--- config.mk ---
export PLATFORM = sky130hd
export DESIGN_NAME = frogger_game_ctrl
export DESIGN_NICKNAME = d
export VERILOG_FILES = /design/src/rtl/frogger_pkg.sv /design/src/rtl/flash_timer.sv /design/src/rtl/frogger_game_ctrl.sv
export SDC_FILE = /design/constraint.sdc
export NUM_CORES = 1
export LEC_CHECK = 0
export BUFFER_PORTS_ARGS = -buffer_cell sky130_fd_sc_hd__buf_2
export CORE_MARGIN = 2
export CORE_UTILIZATION = 60
export CTS_BUF_LIST = sky130_fd_sc_hd__clkbuf_4
export CTS_CLUSTER_SIZE = 8
export DETAILED_ROUTE_END_ITERATION = 16
export HOLD_SLACK_MARGIN = 0.12
export PLACE_DENSITY_LB_ADDON = 0.25
export SLEW_MARGIN = 10
export SYNTH_ARGS = -nofsm -noshare
export SYNTH_HDL_FRONTEND = slang
export SYNTH_HIERARCHICAL = 1
export SYNTH_SLANG_ARGS = --single-unit
--- constraint.sdc ---
create_clock -name clk -period 2.7 [get_ports clk]
set_input_delay 0.135 -clock clk [delete_from_list [all_inputs] [get_ports clk]]
set_output_delay 0.135 -clock clk [all_outputs]
set_load 0.005 [all_outputs]
--- src/rtl/frogger_pkg.sv ---
// Shared types and default constants for the frogger game controller.
package frogger_pkg;

  typedef enum logic [2:0] {
    ST_IDLE  = 3'd0,
    ST_CLEAR = 3'd1,
    ST_PLAY  = 3'd2,
    ST_HIT   = 3'd3,
    ST_OVER  = 3'd4,
    ST_WIN   = 3'd5
  } state_t;

  localparam int unsigned LIVES_DEF       = 3;
  localparam int unsigned FLASH_TICKS_DEF = 4;
  localparam int unsigned WIN_SCORE_DEF   = 9;

  localparam int unsigned LIVES_W = 2;
  localparam int unsigned SCORE_W = 4;
  localparam int unsigned FLASH_W = 4;

endpackage

--- src/rtl/flash_timer.sv ---
// Penalty tick counter: counts ticks while not cleared; done flags the last tick slot.
module flash_timer
  import frogger_pkg::*;
#(
  parameter int unsigned FLASH_TICKS = FLASH_TICKS_DEF
) (
  input  logic clk,
  input  logic reset_n,
  input  logic clear,
  input  logic tick,
  output logic done
);

  localparam logic [FLASH_W-1:0] LAST = FLASH_W'(FLASH_TICKS - 1);

  logic [FLASH_W-1:0] cnt;
  logic [FLASH_W-1:0] cnt_d;

  // Next count: clear has priority, otherwise advance on tick and hold at the last slot.
  always_comb begin
    cnt_d = cnt;
    if (clear) begin
      cnt_d = '0;
    end else if (tick && (cnt != LAST)) begin
      cnt_d = cnt + FLASH_W'(1);
    end
  end

  // Count register with registered terminal flag.
  always_ff @(posedge clk or negedge reset_n) begin
    if (!reset_n) begin
      cnt  <= '0;
      done <= (LAST == '0);
    end else begin
      cnt  <= cnt_d;
      done <= (cnt_d == LAST);
    end
  end

endmodule

--- src/rtl/frogger_game_ctrl.sv ---
// Frogger game sequencer: lives/score bookkeeping and Moore-decoded control outputs.
module frogger_game_ctrl
  import frogger_pkg::*;
#(
  parameter int unsigned LIVES       = LIVES_DEF,
  parameter int unsigned FLASH_TICKS = FLASH_TICKS_DEF,
  parameter int unsigned WIN_SCORE   = WIN_SCORE_DEF
) (
  input  logic               clk,
  input  logic               reset_n,
  input  logic               start,
  input  logic               tick,
  input  logic               collide,
  input  logic               frog_home,
  output logic               field_clear,
  output logic               run,
  output logic               flash,
  output logic [LIVES_W-1:0] lives,
  output logic [SCORE_W-1:0] score,
  output logic               game_over,
  output logic               win
);

  localparam logic [LIVES_W-1:0] LIVES_INIT = LIVES_W'(LIVES);
  localparam logic [SCORE_W-1:0] SCORE_WIN  = SCORE_W'(WIN_SCORE);

  state_t             state, state_d;
  logic [LIVES_W-1:0] lives_d;
  logic [SCORE_W-1:0] score_d;
  logic [SCORE_W-1:0] score_inc;
  logic               timer_clr_c;
  logic               timer_done;

  assign timer_clr_c = (state != ST_HIT);
  assign score_inc   = score + SCORE_W'(1);

  flash_timer #(
    .FLASH_TICKS(FLASH_TICKS)
  ) u_flash_timer (
    .clk    (clk),
    .reset_n(reset_n),
    .clear  (timer_clr_c),
    .tick   (tick),
    .done   (timer_done)
  );

  // Next-state and counter updates; collision outranks a simultaneous arrival.
  always_comb begin
    state_d = state;
    lives_d = lives;
    score_d = score;
    case (state)
      ST_IDLE, ST_OVER, ST_WIN: begin
        if (start) begin
          state_d = ST_CLEAR;
          lives_d = LIVES_INIT;
          score_d = '0;
        end
      end
      ST_CLEAR: state_d = ST_PLAY;
      ST_PLAY: begin
        if (collide) begin
          state_d = ST_HIT;
          lives_d = (lives == '0) ? '0 : lives - LIVES_W'(1);
        end else if (frog_home) begin
          score_d = (score >= SCORE_WIN) ? SCORE_WIN : score_inc;
          state_d = (score_inc >= SCORE_WIN) ? ST_WIN : ST_CLEAR;
        end
      end
      ST_HIT: begin
        if (tick && timer_done) begin
          state_d = (lives == '0) ? ST_OVER : ST_CLEAR;
        end
      end
      default: state_d = ST_IDLE;
    endcase
  end

  // State, counters and outputs registered together so outputs track the state register.
  always_ff @(posedge clk or negedge reset_n) begin
    if (!reset_n) begin
      state       <= ST_IDLE;
      lives       <= LIVES_INIT;
      score       <= '0;
      field_clear <= 1'b0;
      run         <= 1'b0;
      flash       <= 1'b0;
      game_over   <= 1'b0;
      win         <= 1'b0;
    end else begin
      state       <= state_d;
      lives       <= lives_d;
      score       <= score_d;
      field_clear <= (state_d == ST_CLEAR);
      run         <= (state_d == ST_PLAY);
      flash       <= (state_d == ST_HIT);
      game_over   <= (state_d == ST_OVER);
      win         <= (state_d == ST_WIN);
    end
  end

endmodule

Word-level counts from Yosys, hierarchy flattened:

Cells that the tools add are included.
Widths: inputs -> output; s select.

* word-level logic and storage cells: 58
* register bits: 19
* input bits: 6
* output and inout port bits: 11

* order comparisons: 2
* equality and inequality tests: 17
* add/sub/neg operators: 3
* muxes and demuxes: 18
* reduce and logical (&&, ||, !) cells: 8

Operator list (number)
* $mux 4: 6
* $mux 3: 6
* $eq 3x2->1 const B: 4
* $eq 3x3->1 const B: 4
* $pmux 3 s4: 1
* $add 4x1->4 const B: 2
* $ge 4x4->1 const B: 2
* $ne 2x2->1 const B: 4
* $pmux 4 s2: 1
* $eq 3x1->1 const B: 2
* $mux 2: 3
* $eq 4x2->1 const B: 1
* $ne 4x2->1 const B: 1
* $pmux 2 s2: 1
* $reduce_and 4->1: 1
* $logic_not 3->1: 1
* $ne 3x2->1 const B: 1
* $reduce_and 3->1: 1
* $reduce_or 3->1: 1
* $logic_and 1x1->1: 2
* $logic_not 2->1: 1
* $reduce_bool 2->1: 1
* $sub 2x1->2 const B: 1

Longest topological paths before layout:

* depth in word-level cells: 7
* mapped depth: 6
* gate-level depth less buffers: 6

By module:

The synthesis kept the hierarchy.

Modules (own cells, without submodules)
* frogger_game_ctrl: sequential area each 352.8 um^2, area an instance 769.5 um^2, cells an instance 76, times used 1
* flash_timer: sequential area each 125.1 um^2, area an instance 312.8 um^2, cells an instance 27, times used 1

Least setup slack after synthesis:

No wires, ideal clock.

* path kind: register to register
* start point: register state[2]
* end point: register u_flash_timer.done
* clock period less this slack: 1529 ps
* stages on the path, launching flop included: 7
* required time: 2604 ps
* data arrival time: 1434 ps
* setup slack: 1171 ps
* path buffers: 1
* setup time: 96 ps
* cells stage by stage: dfrtp_1 buf_6 and2b_2 nand2_1 and2b_1 mux2_4 nor4_2

* longest elaborated chain between the ends: 3

RTL lines
* start: declaration: RTL line frogger_game_ctrl.sv:27 `state_t state, state_d;`
* start signal: assignment: RTL line frogger_game_ctrl.sv:91 `state <= state_d;`
* $ne 3x2->1: RTL line frogger_game_ctrl.sv:34 `assign timer_clr_c = (state != ST_HIT);`
* via timer_clr_c: RTL line frogger_game_ctrl.sv:31 `logic timer_clr_c;`
* $mux 4: RTL line flash_timer.sv:22 `if (clear) begin`
* via u_flash_timer.cnt_d[3]: RTL line flash_timer.sv:17 `logic [FLASH_W-1:0] cnt_d;`
* $eq 4x2->1: RTL line flash_timer.sv:36 `done <= (cnt_d == LAST);`
* end signal: assignment: RTL line flash_timer.sv:33 `done <= (LAST == '0);`
* end signal: assignment: RTL line flash_timer.sv:36
* end: declaration: RTL line flash_timer.sv:11 `output logic done`

The timed path passes the listed nets, and every way through them passes these cells.
A chain may end at the register's enable or synchronous reset.

Final worst setup path:

Same ends and word-level chain as after synthesis.

==> flow_metrics.py <==
metrics = {
    "floorplanning": {
        "fp.dieW_um": 46.5,
        "row_count": 15,
        "ios": 17,
        "dieArea_um2": 2160,
        "initial_core_util": 0.634,
        "core_area_um2": 1710,
        "dieHeight_um": 46.5,
    },
    "critical_path": {
        "slowest_delay_ps": 510,
        "path_cells": "and2b_2 > nand2_1 > and2b_1 > mux2_4 > nor4_2",
        "crit_family": "simple AND/OR/NAND/NOR gates",
        "start_kind": "flip-flop",
        "worstPathRequired_ps": 2910,
        "cpMaxStageDelayCell": "dfrtp_1",
        "criticalPathCategory": "reg -> reg",
        "cp.arrival_ps": 1900,
        "crit_buf_inv": 0,
        "cp_max_fo": 9,
        "endpoint_kind": "flip-flop",
    },
    "synth": {
        "syn_avg_cell_area_um2": 10.5,
        "synth_fp_nets": 113,
        "ys_ff_latch": 19,
        "syn_area_um2": 1080,
        "ys_warn_count": 6,
        "synth.distinct_cells": 44,
        "seq_area_frac_synth": 0.442,
        "synth_cells": 103,
    },
    "layout": {
        "antennaDiodeCount": 0,
        "layout_common_cells": "dfrtp_1 (17), buf_2 (16), nor2_1 (11)",
        "syn2layout_area_growth_pct": 12.3,
        "final_common_cell": "dfrtp_1",
        "stdcell_count": 147,
        "drive_gt1_frac": 0.279,
        "fin_nets": 133,
    },
    "global_route": {
        "grtUsageMet3": 0.0588,
        "grt_pass1_wl_um": 3270,
        "use_met1": 0.293,
        "grt_pass1_vias": 752,
        "top_usage_layer": "met2",
        "grt_start_max_net_pins": 20,
        "grt_use_met2": 0.333,
        "grt_usage": 0.215,
        "antenna_found_initial": 0,
        "grt_remaining_overflow": 0,
    },
    "placement": {
        "port_buffers": 16,
        "dp_cells": 142,
        "post-dp-hpwl_um": 1510,
        "gp_congestion": 0.853,
    },
    "power": {
        "power.leakage_uw": 0.000590,
        "p_int_uw": 638,
        "swShare": 0.401,
        "seqPwrFrac": 0.450,
        "power_frac_comb": 0.419,
        "peakVddDrop_v": 0.000503,
        "switchingPower_uw": 428,
        "pwr-share-clk": 0.131,
        "powerDensity_nw_per_um2": 877,
    },
    "hold_path": {
        "hold_class": "in -> reg",
    },
    "sta": {
        "rsz0062_at_grt": "false",
        "post-route-min-period_ps": 1700,
        "slew_headroom": 0.699,
        "finalClockSkew_ps": 7.17,
        "timing.fmax_mhz": 589,
        "fin_crit_sh": 0.629,
        "maxSlewViolCount": 0,
        "setup_tns_ps": 0,
        "tightest_slew_ps": 451,
        "hold_violations": 0,
        "setup_viol": 0,
    },
    "detailed_routing": {
        "via_per_inst": 5.72,
        "firstDrtPassIters": 4,
        "drc": 0,
        "wl_per_cell_um": 13.6,
        "via_count": 841,
        "wl_um": 2000,
        "drt_iter0_drc": 25,
        "drtAntennaViolNets": 0,
    },
    "cts": {
        "clockBufferDepth": 2,
        "cts_buffers": 3,
        "cts_max_level": 1,
        "root_buffer": "clkbuf_4",
        "cts_tree": "done",
        "cts_num_sinks": 19,
        "path_clk_slew_ps": 110,
        "cts_setup_buffers": 0,
        "clkLatencyLatePin_ps": 290,
    },
    "job": {
        "cap_violations": 0,
    },
    "run_status": {
        "outcome": "complete, no violations",
    },
}
[power by group through the flow]
stage / Sequential [uW] / Clock [uW] / Combinational (uW)
CTS: 479 / 145 / 446
global placement: 477 / 0 / 426
floorplan: 456 / 0 / 345
global route: 497 / 159 / 499
finish: 479 / 139 / 447
detailed placement: 485 / 0 / 441
[repair_timing]
| action | CTS | global route |
|---|---|---|
| gates resized for setup | 0 | 0 |
| endpoints found under the hold margin | 19 | 0 |
| hold buffers | 1 | 0 |
[registers in the layout (all words and copies together) (netlist names)]
name and cells:
run 1, flash 1, state 3, win 1, field_clear 1, score 4, u_flash_timer/cnt 4, u_flash_timer/done 1
game_over 1, lives 2
[synth_stat cells, drive strengths merged]
cell type | count | area [um2]
and4bb | 2 | 25.0
dfstp | 2 | 52.6
a32oi | 2 | 17.5
o21a | 1 | 7.51
ha | 4 | 50.1
a41oi | 1 | 8.76
a2111oi | 2 | 25.0
a211oi | 2 | 25.0
nand4 | 1 | 6.26
a22o | 2 | 17.5
and2 | 1 | 6.26
mux2i | 1 | 10.0
nor3 | 2 | 10.0
a21boi | 1 | 7.51
inv | 8 | 30.0
nand3 | 4 | 25.0
nor2 | 11 | 41.3
o21ai | 4 | 20.0
nand4b | 1 | 8.76
nand2b | 2 | 12.5
nand2 | 6 | 22.5
dfrtp | 17 | 425
a21oi | 4 | 20.0
o21bai | 1 | 7.51
a211o | 1 | 10.0
mux2 | 2 | 26.3
nor3b | 2 | 15.0
nor4bb | 1 | 25.0
buf | 2 | 16.3
or3b | 1 | 11.3
and3 | 1 | 6.26
and2b | 6 | 46.3
nor2b | 1 | 6.26
and4b | 1 | 10.0
nor4 | 1 | 12.5
a31oi | 1 | 6.26
o31a | 1 | 8.76
[layer usage]
| layer | routed length (um) | vias up |
|---|---|---|
| met5 | 0 | - |
| met4 | 31 | 0 |
| met3 | 85 | 4 |
| met2 | 970 | 25 |
| met1 | 909 | 401 |
| li1 | - | 411 |
[final timing paths]
path / slack (ps) / start / cells past startpoint / endpoint
max: 1000 / state[2] / 5 / u_flash_timer/done
min: 160 / collide / 3 / lives[0]
max reg2reg: 1000 / state[2] / 5 / u_flash_timer/done
min reg2reg: 520 / lives[1] / 2 / lives[1]
max in group asynchronous: 2100 / reset_n / 2 / lives[1]
min in group asynchronous: 280 / reset_n / 2 / flash
[metrics by stage]
step	instance area [um2]	hold slack [ps]	power, uW	setup WS [ps]	util
floorplan	1080	-161	801	1170	-
global placement	1180	87.9	903	1080	0.689
detailed placement	1180	88.9	927	1030	0.689
CTS	1210	152	1070	1000	0.711
global route	1210	170	1160	912	0.711
finish	1210	156	1070	1000	0.711
[cell families after synthesis]
logic type	share of synthesized area
flops	0.442
simple gates	0.268
mux	0.0335
fa+ha+maj	0.0462
buf+inv	0.0428
compound gates	0.168
[worst min-delay path: cells and delay by family]
family        cells  cell delay (ps)
buf+inv           1              130
simple gates      2              190
[layout make-up]
| cell class | count | area (um2) |
|---|---|---|
| timing repair buffer | 17 | 90.1 |
| sequential | 19 | 478 |
| tap | 25 | 31.3 |
| clock buffer | 3 | 22.5 |
| fill | 118 | 493 |
| inverter | 8 | 30.0 |
| multi-input combinational | 74 | 558 |
| clock inverter | 1 | 5.00 |
Note: power is estimated with default switching activity, not from simulation.
